$ cat config.mk
export PLATFORM = sky130hd
export DESIGN_NAME = multi_tick_gen
export DESIGN_NICKNAME = d
export VERILOG_FILES = /design/src/rtl/tick_gen_pkg.sv /design/src/rtl/tick_gen_channel.sv /design/src/rtl/multi_tick_gen.sv
export SDC_FILE = /design/constraint.sdc
export NUM_CORES = 1
export LEC_CHECK = 0
export ABC_AREA = 1
export ABC_CLOCK_PERIOD_IN_PS = 5000
export CORE_AREA = 2 2 187 189
export DETAILED_ROUTE_END_ITERATION = 16
export DIE_AREA = 0 0 189 191
export MAX_ROUTING_LAYER = met4
export PLACE_DENSITY = 0.77
export SKIP_CTS_REPAIR_TIMING = 1
export SYNTH_ARGS = -nofsm -noshare
export SYNTH_HDL_FRONTEND = slang
export SYNTH_SLANG_ARGS = --single-unit
$ cat constraint.sdc
create_clock -name clock -period 5 [get_ports clock]
set_input_delay 0.5 -clock clock [delete_from_list [all_inputs] [get_ports clock]]
set_output_delay 0.5 -clock clock [all_outputs]
set_load 0.01 [all_outputs]
$ cat src/rtl/tick_gen_pkg.sv
// rtl/tick_gen_pkg.sv - shared defaults, mode enum and channel state for multi_tick_gen
package tick_gen_pkg;

  localparam int unsigned CNT_W_DEF = 32;
  localparam logic [CNT_W_DEF-1:0] DEFAULT_DIV_DEF = 32'd50_000_000;

  typedef enum logic {
    MODE_PERIODIC = 1'b0,
    MODE_ONESHOT  = 1'b1
  } mode_e;

  typedef struct packed {
    mode_e mode;
    logic  armed;
  } ch_state_t;

  localparam ch_state_t CH_STATE_RST = '{mode: MODE_PERIODIC, armed: 1'b1};

endpackage

$ cat src/rtl/tick_gen_channel.sv
// rtl/tick_gen_channel.sv - one divide-by-N tick channel (periodic or one-shot)
// Optional square-wave output under MULTI_TICK_GEN_SQ_EN.
module tick_gen_channel
  import tick_gen_pkg::*;
#(
  parameter int unsigned      CNT_W       = CNT_W_DEF,
  parameter logic [CNT_W-1:0] DEFAULT_DIV = CNT_W'(DEFAULT_DIV_DEF)
) (
  input  logic             clock,
  input  logic             reset,
  input  logic             ch_en,
  input  logic             load,
  input  logic [CNT_W-1:0] divisor,
  input  logic             oneshot,
`ifdef MULTI_TICK_GEN_SQ_EN
  output logic             sq_out,
`endif
  output logic             tick,
  output logic             busy
);

  localparam logic [CNT_W-1:0] ONE = CNT_W'(1);

  logic [CNT_W-1:0] div_q, div_d;
  logic [CNT_W-1:0] cnt_q, cnt_d;
  logic [CNT_W-1:0] eff_div;
  ch_state_t        st_q, st_d;
  logic             tick_d;
  logic             busy_d;
  logic             wrap;
  logic             sq_q, sq_d;

  // A zero divisor behaves as divide-by-one
  assign eff_div = (div_q == '0) ? ONE : div_q;
  assign wrap    = st_q.armed && ch_en && (cnt_q == (eff_div - ONE));

  always_comb begin
    div_d  = div_q;
    cnt_d  = cnt_q;
    st_d   = st_q;
    tick_d = 1'b0;
    sq_d   = sq_q;
    // Load wins over a coincident wrap, so no tick is emitted on the load cycle
    if (load) begin
      div_d      = divisor;
      st_d.mode  = oneshot ? MODE_ONESHOT : MODE_PERIODIC;
      st_d.armed = 1'b1;
      cnt_d      = '0;
      sq_d       = 1'b0;
    end else if (st_q.armed && ch_en) begin
      if (wrap) begin
        cnt_d  = '0;
        tick_d = 1'b1;
        sq_d   = ~sq_q;
        if (st_q.mode == MODE_ONESHOT) begin
          st_d.armed = 1'b0;
        end
      end else begin
        cnt_d = cnt_q + ONE;
      end
    end
    busy_d = st_d.armed & ch_en;
  end

  always_ff @(posedge clock or negedge reset) begin
    if (!reset) begin
      div_q <= DEFAULT_DIV;
      cnt_q <= '0;
      st_q  <= CH_STATE_RST;
      tick  <= 1'b0;
      busy  <= 1'b0;
      sq_q  <= 1'b0;
    end else begin
      div_q <= div_d;
      cnt_q <= cnt_d;
      st_q  <= st_d;
      tick  <= tick_d;
      busy  <= busy_d;
      sq_q  <= sq_d;
    end
  end

`ifdef MULTI_TICK_GEN_SQ_EN
  assign sq_out = sq_q;
`endif

endmodule

$ cat src/rtl/multi_tick_gen.sv
// rtl/multi_tick_gen.sv - NUM_CH independent tick generators; MULTI_TICK_GEN_SQ_EN adds sq_out
module multi_tick_gen
  import tick_gen_pkg::*;
#(
  parameter int unsigned      NUM_CH      = 4,
  parameter int unsigned      CNT_W       = CNT_W_DEF,
  parameter logic [CNT_W-1:0] DEFAULT_DIV = CNT_W'(DEFAULT_DIV_DEF)
) (
  input  logic                    clock,
  input  logic                    reset,
  input  logic [NUM_CH-1:0]       ch_en,
  input  logic [NUM_CH-1:0]       load,
  input  logic [NUM_CH*CNT_W-1:0] divisor,
  input  logic [NUM_CH-1:0]       oneshot,
`ifdef MULTI_TICK_GEN_SQ_EN
  output logic [NUM_CH-1:0]       sq_out,
`endif
  output logic [NUM_CH-1:0]       tick,
  output logic [NUM_CH-1:0]       busy
);

  for (genvar i = 0; i < NUM_CH; i++) begin : g_ch
    tick_gen_channel #(
      .CNT_W       (CNT_W),
      .DEFAULT_DIV (DEFAULT_DIV)
    ) u_ch (
      .clock   (clock),
      .reset   (reset),
      .ch_en   (ch_en[i]),
      .load    (load[i]),
      .divisor (divisor[i*CNT_W +: CNT_W]),
      .oneshot (oneshot[i]),
`ifdef MULTI_TICK_GEN_SQ_EN
      .sq_out  (sq_out[i]),
`endif
      .tick    (tick[i]),
      .busy    (busy[i])
    );
  end

endmodule
==> out/results.tsv <==
metric	value	unit
required	5.44	ns
power_density	269	mW/mm²
instances_no_fill	3313	
cts_buffer_depth	3	
ant_nets	0	
async_reset_ff_share	100	%
syn_inst	2736	
violations	negative hold slack	
grtUsageTotal	30.7	%
synth_cell_types	57	
max_cap_viol_count	0	
cts_sinks	272	
firstDrtPassIters	6	
cts_tree	built	
ys_seq_area_share	35.7	%
r2r_start	g_ch[1].u_ch.div_q[19]$_DFFE_PN1P_	
start_util	56.4	%
antenna_found_initial	0	
cp_common_cell	nand2_1	
die_h	191	µm
worstSkewPairLatency	0.58	ns
finalNetCount	2984	
tightest_slew	1.28	ns
whs	-0.0196	ns
num_vias	17600	
finalMaxSlewViolations	0	
layout-drive-gt1-share	10.4	%
slowest_delay	0.56	ns
synthTopCellsByArea	dfrtp_1 29%, nand2_1 16%, xor2_1 8.4%	
status	finished with violations	
min_period	3.80	ns
boundaryPins	150	
final.setup.tns	0	ns
vias_per_cell	5.30	
utilization	64.2	%
startpoint	g_ch[1].u_ch.div_q[19]$_DFFE_PN1P_	
cts_root_buf	clkbuf_16	
synth_top_area_share	28.6	%
place_ws	1.18	ns
max-slew-margin-rel	14.3	%
first_global_vias	16900	
postRouteWirelength	53400	µm
skew	0.0111	ns
dp_hpwl	41500	µm
cts.clk_slew.worst_paths	0.06	ns
ys_warn_count	0	
rsz0062_at_grt	false	
start_kind	register	
wl_per_cell	16.1	µm
hold_viol	4	
overflow	0	
synthesis.nets	2886	
slowest_stage	dfstp_2	
grt_max_degree	117	
coreArea	0.0341	mm²
grt_pass1_wl	87200	µm
hold_path_class	in -> async	
max_freq	263	MHz
critPathCaptureType	register	
crit_fanout	28	
syn_to_final_growth	13.9	%
drc	0	
routabilityCongestion	0.974	
synth_ff_type	dfrtp_1	
io_buffers	149	
cts_made_buffers	30	
vdd.ir_drop.worst	0.283	mV
htreeDepth	1	
crit_chain	nor2_1 > nand2_1 > nor2_2 > nand2_4 > nor2_4 > nor2_4 > ha_1 > nand3_2 > nor3_2 > nand2_1 > nor2_1 > xor2_1 > nand2_1 > inv_1 > nand4_1 > nor2_2 > nand4_4 > nand2_4 > o21ai_0	
fillCellCount	3009	
rows	68	
crit_arrival	4.24	ns
drt_iter0_markers	1270	
power.leakage	9.77	nW
syn_avg_cell_area	7.03	µm²
fin_crit_sh	76.1	%
ys_top_cells_by_count	824 x nand2_1, 312 x inv_1, 305 x nor2_1	
die_w	189	µm
synth-edff-count	0	
synth_seq_cells	272	
postLayoutSetupSlackWorst	1.20	ns
diodes	0	
synth_top_area_cell	dfrtp_1	
synth_area	0.0192	mm²
setup-violations-final	0	
critical_path_class	reg -> reg	
fp.dieArea	0.0361	mm²
synth_most_common_cell	nand2_1	
place_inst	3257	
## final timing paths
kind,endpoint,slack (ns),depth (start not counted)
worst min-delay path,g_ch[2].u_ch.div_q[31]$_DFFE_PN0P_,-0.02,1
worst max register to register,g_ch[1].u_ch.cnt_q[8]$_DFFE_PN0P_,1.20,19
max in group asynchronous,g_ch[3].u_ch.div_q[25]$_DFFE_PN1P_,3.81,2
worst min register to register,g_ch[0].u_ch.st_q[1]$_DFFE_PN0P_,0.49,2
min in group clock,g_ch[2].u_ch.div_q[7]$_DFFE_PN1P_,0.44,3
worst max-delay path,g_ch[1].u_ch.cnt_q[8]$_DFFE_PN0P_,1.20,19
## flip-flops by register name, summed over array words and instances (netlist names)
register         cells
g_ch.u_ch.tick       4
g_ch.u_ch.div_q    128
g_ch.u_ch.busy       4
g_ch.u_ch.st_q       8
g_ch.u_ch.cnt_q    128
## final cells by class
cell class,count,area (µm²),share of cell area [%]
clock buffer,50,937,4.28
timing repair buffer,153,1520,6.95
sequential,272,6870,31.4
tap,455,569,2.60
clock inverter,6,109,0.497
multi-input combinational,2053,10700,48.8
inverter,324,1220,5.55
## power by group
group / internal [mW] / switching (mW) / total [mW]
sequential: 2.35 / 0.160 / 2.51
clock: 1.42 / 0.939 / 2.36
combinational: 0.384 / 0.629 / 1.01
total: 4.16 / 1.73 / 5.89
## cells in the final DEF, fill, tap and decap left out, types with 11 or more instances in the layout
master	n
nand2_1	824
xnor2_1	66
nor3_1	49
o21ai_2	57
inv_2	12
nor4_1	17
clkbuf_16	31
dfstp_2	52
clkdlybuf4s50_1	145
nor2_2	50
xor2_1	185
nor2_4	13
dfrtp_1	220
inv_1	312
o21ai_0	119
nor2_1	301
nand4_1	71
nand3_1	152
nand3b_1	18
o21ai_1	32
nand2_2	11
or2_2	12
## cell families after synthesis
family / after synthesis / synth area share, %
AO/OA/AOI/OAI: 236 / 7.53
flip-flops: 272 / 35.7
adder cells (fa/ha/maj): 8 / 0.520
AND/OR/NAND/NOR: 1557 / 36.0
XOR/XNOR: 252 / 11.5
buffers and inverters: 411 / 8.77
## metal layers
metal  up-vias  share of wire [%]  global-route usage (%)
li1       8787                  -                       -
met5         -                  0                       -
met1      8182                 46                    41.1
met2       508                 47                    50.5
met4         0                2.6                    7.51
met3        90                5.1                    2.99
## critical path, delay by kind of cell, from the launching register on
family                     cells  cell delay (ns)
AOI/OAI and AO/OA              1             0.15
xor gates and xnor gates       1             0.23
adders and majority gates      1             0.26
buffers and inverters          1             0.06
DFF                            1             0.56
and+or+nand+nor               15             2.40
## metrics by stage
step | total power [mW] | hold slack, ns | instance area [µm²]
after global placement | 3.54 | 0.464 | 20900
after detailed placement | 3.56 | 0.474 | 20900
after global routing | 6.16 | 0.0257 | 21900
after floorplan | 3.17 | 0.204 | 19200
final | 5.89 | -0.0196 | 21900
after CTS | 5.92 | 0.0215 | 21900
Power figures use the tool's default switching activity.
